$ cat src/rtl/coding_output_bit_packer_pkg.sv
// Shared constants for the entropy-coder output bit packer.
package coding_output_bit_packer_pkg;

    localparam int DEF_CODE_WIDTH       = 39;
    localparam int DEF_BIT_AMT_WIDTH    = 6;
    localparam int DEF_OUTPUT_WIDTH_LOG = 5;

    // Output word width and accumulator width for the default configuration.
    localparam int DEF_OUTW  = 2 ** DEF_OUTPUT_WIDTH_LOG;
    localparam int DEF_ACC_W = DEF_CODE_WIDTH + DEF_OUTW;

    // Width of a counter able to hold 0..acc_w-1.
    function automatic int fill_width(input int acc_w);
        return $clog2(acc_w);
    endfunction

endpackage

$ cat src/rtl/coding_output_bit_packer.sv
// Packs variable-length codes MSB-first into fixed-width output words.
// Valid bits sit left-aligned in the accumulator; fill_q counts them.
// All outputs are registered copies of the next-state view, so a code
// accepted on one edge is visible on output_data right after that edge.
module coding_output_bit_packer
    import coding_output_bit_packer_pkg::*;
#(
    parameter int CODE_WIDTH       = DEF_CODE_WIDTH,
    parameter int BIT_AMT_WIDTH    = DEF_BIT_AMT_WIDTH,
    parameter int OUTPUT_WIDTH_LOG = DEF_OUTPUT_WIDTH_LOG
) (
    input  logic                           clk,
    input  logic                           rst,
    input  logic [CODE_WIDTH-1:0]          input_code_data,
    input  logic [BIT_AMT_WIDTH-1:0]       input_length_data,
    input  logic                           input_valid,
    output logic                           input_ready,
    input  logic                           input_last,
    output logic [(2**OUTPUT_WIDTH_LOG)-1:0] output_data,
    output logic                           output_valid,
    input  logic                           output_ready,
    output logic                           output_last
);

    localparam int OUTW   = 2 ** OUTPUT_WIDTH_LOG;
    localparam int ACC_W  = CODE_WIDTH + OUTW;
    localparam int FILL_W = fill_width(ACC_W);

    localparam logic [FILL_W-1:0] OUTW_F   = FILL_W'(OUTW);
    localparam logic [FILL_W-1:0] ACC_W_F  = FILL_W'(ACC_W);
    localparam logic [FILL_W-1:0] CODE_W_F = FILL_W'(CODE_WIDTH);
    localparam logic [ACC_W-1:0]  ACC_ONE  = ACC_W'(1);

    logic [ACC_W-1:0]  acc_q, acc_d;
    logic [FILL_W-1:0] fill_q, fill_d;
    logic              fl_q, fl_d;

    logic              input_ready_q, input_ready_d;
    logic              output_valid_q, output_valid_d;
    logic              output_last_q, output_last_d;
    logic [OUTW-1:0]   output_data_q, output_data_d;

    logic [FILL_W-1:0] len_sat;
    logic              in_xfer;
    logic              out_xfer;

    // Mask the code to len bits and drop it directly below the fill bits.
    // fill < OUTW whenever this is used, so the shift never goes negative.
    function automatic logic [ACC_W-1:0] insert_code(
        input logic [ACC_W-1:0]      acc,
        input logic [CODE_WIDTH-1:0] code,
        input logic [FILL_W-1:0]     len,
        input logic [FILL_W-1:0]     fill
    );
        logic [ACC_W-1:0]  mask;
        logic [ACC_W-1:0]  ext;
        logic [FILL_W-1:0] sh;
        mask = (ACC_ONE << len) - ACC_ONE;
        ext  = {{OUTW{1'b0}}, code} & mask;
        sh   = ACC_W_F - fill - len;
        return acc | (ext << sh);
    endfunction

    // Next-state: one input or one output transfer per cycle, never both.
    always_comb begin
        acc_d    = acc_q;
        fill_d   = fill_q;
        fl_d     = fl_q;
        len_sat  = (input_length_data > BIT_AMT_WIDTH'(CODE_WIDTH))
                   ? CODE_W_F : FILL_W'(input_length_data);
        in_xfer  = input_valid && input_ready_q;
        out_xfer = output_valid_q && output_ready;

        if (in_xfer) begin
            acc_d  = insert_code(acc_q, input_code_data, len_sat, fill_q);
            fill_d = fill_q + len_sat;
            if (input_last) begin
                fl_d = 1'b1;
            end
        end else if (out_xfer) begin
            if (fl_q && output_last_q) begin
                acc_d  = '0;
                fill_d = '0;
                fl_d   = 1'b0;
            end else begin
                acc_d  = acc_q << OUTW;
                fill_d = fill_q - OUTW_F;
            end
        end

        // Bits below fill are always zero, so the top slice is already padded.
        input_ready_d  = (fill_d < OUTW_F) && !fl_d;
        output_valid_d = fl_d || (fill_d >= OUTW_F);
        output_last_d  = fl_d && (fill_d <= OUTW_F);
        output_data_d  = acc_d[ACC_W-1 -: OUTW];
    end

    // State and registered outputs; reset discards any buffered bits.
    always_ff @(posedge clk or negedge rst) begin
        if (!rst) begin
            acc_q          <= '0;
            fill_q         <= '0;
            fl_q           <= 1'b0;
            input_ready_q  <= 1'b0;
            output_valid_q <= 1'b0;
            output_last_q  <= 1'b0;
            output_data_q  <= '0;
        end else begin
            acc_q          <= acc_d;
            fill_q         <= fill_d;
            fl_q           <= fl_d;
            input_ready_q  <= input_ready_d;
            output_valid_q <= output_valid_d;
            output_last_q  <= output_last_d;
            output_data_q  <= output_data_d;
        end
    end

    assign input_ready  = input_ready_q;
    assign output_valid = output_valid_q;
    assign output_last  = output_last_q;
    assign output_data  = output_data_q;

endmodule

$ cat config.mk
export PLATFORM = sky130hd
export DESIGN_NAME = coding_output_bit_packer
export DESIGN_NICKNAME = d
export VERILOG_FILES = /design/src/rtl/coding_output_bit_packer_pkg.sv /design/src/rtl/coding_output_bit_packer.sv
export SDC_FILE = /design/constraint.sdc
export NUM_CORES = 1
export LEC_CHECK = 0
export BUFFER_PORTS_ARGS = -buffer_cell sky130_fd_sc_hd__buf_4
export CORE_MARGIN = 1.5
export CORE_UTILIZATION = 45
export CTS_CLUSTER_SIZE = 40
export DETAILED_ROUTE_END_ITERATION = 8
export PLACE_DENSITY = 0.64
export REMOVE_ABC_BUFFERS = 1
export SLEW_MARGIN = 20
export SYNTH_ARGS = -nofsm -noshare
export SYNTH_HDL_FRONTEND = slang
export SYNTH_SLANG_ARGS = --single-unit
$ cat constraint.sdc
create_clock -name clk -period 3.75 [get_ports clk]
set_clock_uncertainty 0.05 [all_clocks]
set_input_delay 0.375 -clock clk [delete_from_list [all_inputs] [get_ports clk]]
set_output_delay 0.375 -clock clk [all_outputs]
set_load 0.02 [all_outputs]
==> run summary <==
status - finished, final reports clean
Yosys top cell by area - dfrtp_1
Ys Warns - 0
largest net degree at the start of global routing - 65
fill count - 1959
number of synthesized flops with an enable pin - 0
fmax - 271.6 MHz
sequential area share after synthesis - 21.38%
total CTS buffers - 9
initial antenna violation count - 0
IO buf count - 84
Rel. slew slack - 39.55%
async set-reset flop share out of synthesis - 100.0%
Synth top area share - 21.38%
# Max-Cap Violations - 0
# rows - 53
reg2reg path depth - 17
detailed placer's ending HPWL - 32830 um
Initial Utilization - 45.81%
Synth Register Bits - 82
clk_lat worst skew - 0.35 ns
Die X - 149.1 um
Pre-antenna DRT Iters - 6
syn avg cell area - 7.773 um^2
DR DRC count - 0
first-pass GRT wire length - 63620 um
most numerous cell in the Yosys netlist - nand2_1
Crit Path Max Fanout - 9
n_diodes - 0
Tmin final - 3.682 ns
die footprint - 22220 um^2
dpl ws - -0.6972 ns
antenna viol nets, final - 0
setup violators final - 0
RSZ-0062 raised after global routing - yes
TritonCTS clock tree - yes
CP Data Required Time - 3.92 ns
total number of vias - 11540
Synth cell types - 103
CP Launch Point - input_length_data[4]
die height - 149.1 um
Core ar. - 20960 um^2
Clock transition at path regs - 0.07 ns
final-stage net count - 1561
Crit. End Element - flop
worst setup margin - 0.06784 ns
CTS Buffer Depth - 2
gp weighted congestion - 0.9971
IO Count - 85
First DRT Iteration DRCs - 1131
top cells by instance count after synthesis - nand2_1 (107), dfrtp_1 (82), nor2_1 (82), a21oi_1 (74), clkbuf_1 (72)
level count of the clock H-tree - 3
mapped cell area - 9599 um^2
largest cells by area after synthesis - dfrtp_1 (21%), mux2i_1 (4.8%), nand2_1 (4.2%)
Worst R2R Start - fill_q[1]
vias per cell - 6.505
post-synthesis cell count - 1235
WL/cell - 23.43 um
Sink Count - 82
GRT overflow - 0
Worst R2R End - acc_q[67]
total global-route track usage - 37.17%
Worst-Margin Slew - 0.9045 ns
worst setup path class - in2reg
dominant synthesized flop cell - dfrtp_1
r2r setup slk - 0.20 ns
period utilization - 98.19%
critical path arrival - 3.85 ns
share of cells above drive strength 1 - 33.49%
Slew Limit Fails - 0
Final Hold Fails - 0
vias in the first global route - 10830
Hold Crit Class - in2async
Area Growth Syn to Fin - 34.14%
Routed WL - 41570 um
critical path launch point type - primary input
Root Buffer - clkbuf_16
[critical path, stage by stage]
cell,delay [ns]
buf_4,0.12
o21ai_1,0.16
buf_4,0.16
nand2_1,0.07
ha_1,0.30
ha_1,0.17
inv_1,0.06
fa_2,0.57
inv_2,0.06
buf_12,0.14
buf_4,0.15
buf_4,0.16
nor2_1,0.08
buf_4,0.16
buf_4,0.13
nand2_1,0.08
o22ai_1,0.28
nor3_1,0.09
buf_4,0.16
nor3_1,0.25
o22ai_1,0.12
[area by class of cell]
| cell class | instances | area, um^2 | area share [%] |
|---|---|---|---|
| flip-flops and latches | 82 | 2052 | 15.94 |
| repair buffers | 391 | 3139 | 24.38 |
| clock buffers | 10 | 229.0 | 1.778 |
| multi-input cells | 983 | 6945 | 53.94 |
| inverters | 27 | 101.3 | 0.7871 |
| clock inverters | 6 | 65.06 | 0.5053 |
| well taps | 275 | 344.1 | 2.672 |
[repair_timing]
action / CTS / global route
cloned: 0 / 0
setup endpoints to repair: 37 / 35
resized for setup: 4 / 33
hold buffers: 0 / 0
setup buffers: 4 / 4
pin swaps: 2 / 13
[worst max-delay path by stage]
stage	to	slack, ns	cells past startpoint
floorplan	acc_q[38]	-1.44	12
global placement	acc_q[42]	-0.67	15
detailed placement	acc_q[42]	-0.70	15
CTS	acc_q[35]	0.009	18
global route	acc_q[62]	-0.02	12
finish	acc_q[67]	0.07	21
[cells by family (layout without fill, tap and decap cells)]
group / count (synthesis) / in the layout / share of synthesized area (%)
and+or+nand+nor: 425 / 425 / 23.18
DFF: 82 / 82 / 21.38
xor gates and xnor gates: 9 / 9 / 0.8211
muxes: 59 / 59 / 6.856
buffers and inverters: 170 / 434 / 8.772
adders and majority gates: 17 / 17 / 2.372
AOI/OAI and AO/OA: 473 / 473 / 36.63
[stage by stage]
step | hold slack [ns] | instance area (um^2) | utilization, % | TNS [ns] | std cells
2_1_floorplan | 0.02941 | 8859 | - | -83.18 | 1092
5_1_grt | 0.1442 | 12880 | 61.45 | -0.02958 | 1774
3_5_place_dp | 0.4123 | 12330 | 58.85 | -22.92 | 1750
4_1_cts | 0.1076 | 12680 | 60.50 | 0 | 1770
3_3_place_gp | 0.4026 | 12330 | 58.85 | -21.38 | 1750
6_report | 0.06769 | 12880 | 61.45 | 0 | 1774
[layout by cell type (no fill, tap or decap), types with 17 or more instances in the layout]
| cell type | count |
|---|---|
| buf_4 | 374 |
| nor3_1 | 43 |
| nand2_1 | 107 |
| dfrtp_1 | 82 |
| a31oi_1 | 28 |
| o31ai_1 | 17 |
| a221oi_1 | 27 |
| nand3_1 | 31 |
| a211oi_1 | 23 |
| o21ai_0 | 57 |
| inv_1 | 23 |
| nor2_1 | 80 |
| and3_1 | 25 |
| a22o_1 | 21 |
| and2_1 | 20 |
| o211ai_1 | 24 |
| a21oi_1 | 73 |
| mux2i_1 | 44 |
| nand2b_1 | 24 |
[sequential cells by signal, indices dropped and copies added (netlist names)]
register      count
acc_q            71
fill_q            7
fl_q              1
input_ready       1
output_last       1
output_valid      1
[layer usage]
metal  up-vias  share of wire (%)  global-route usage (%)
li1       5302                  -                       -
met1      5480                 42                   50.55
met2       652                 45                   58.77
met3       105                7.4                   3.884
met4         0                5.1                   18.12
met5         -                  0                       0
Power is not shown: default switching activity piles up to over one toggle a cycle in this logic, so the estimate is an artifact.
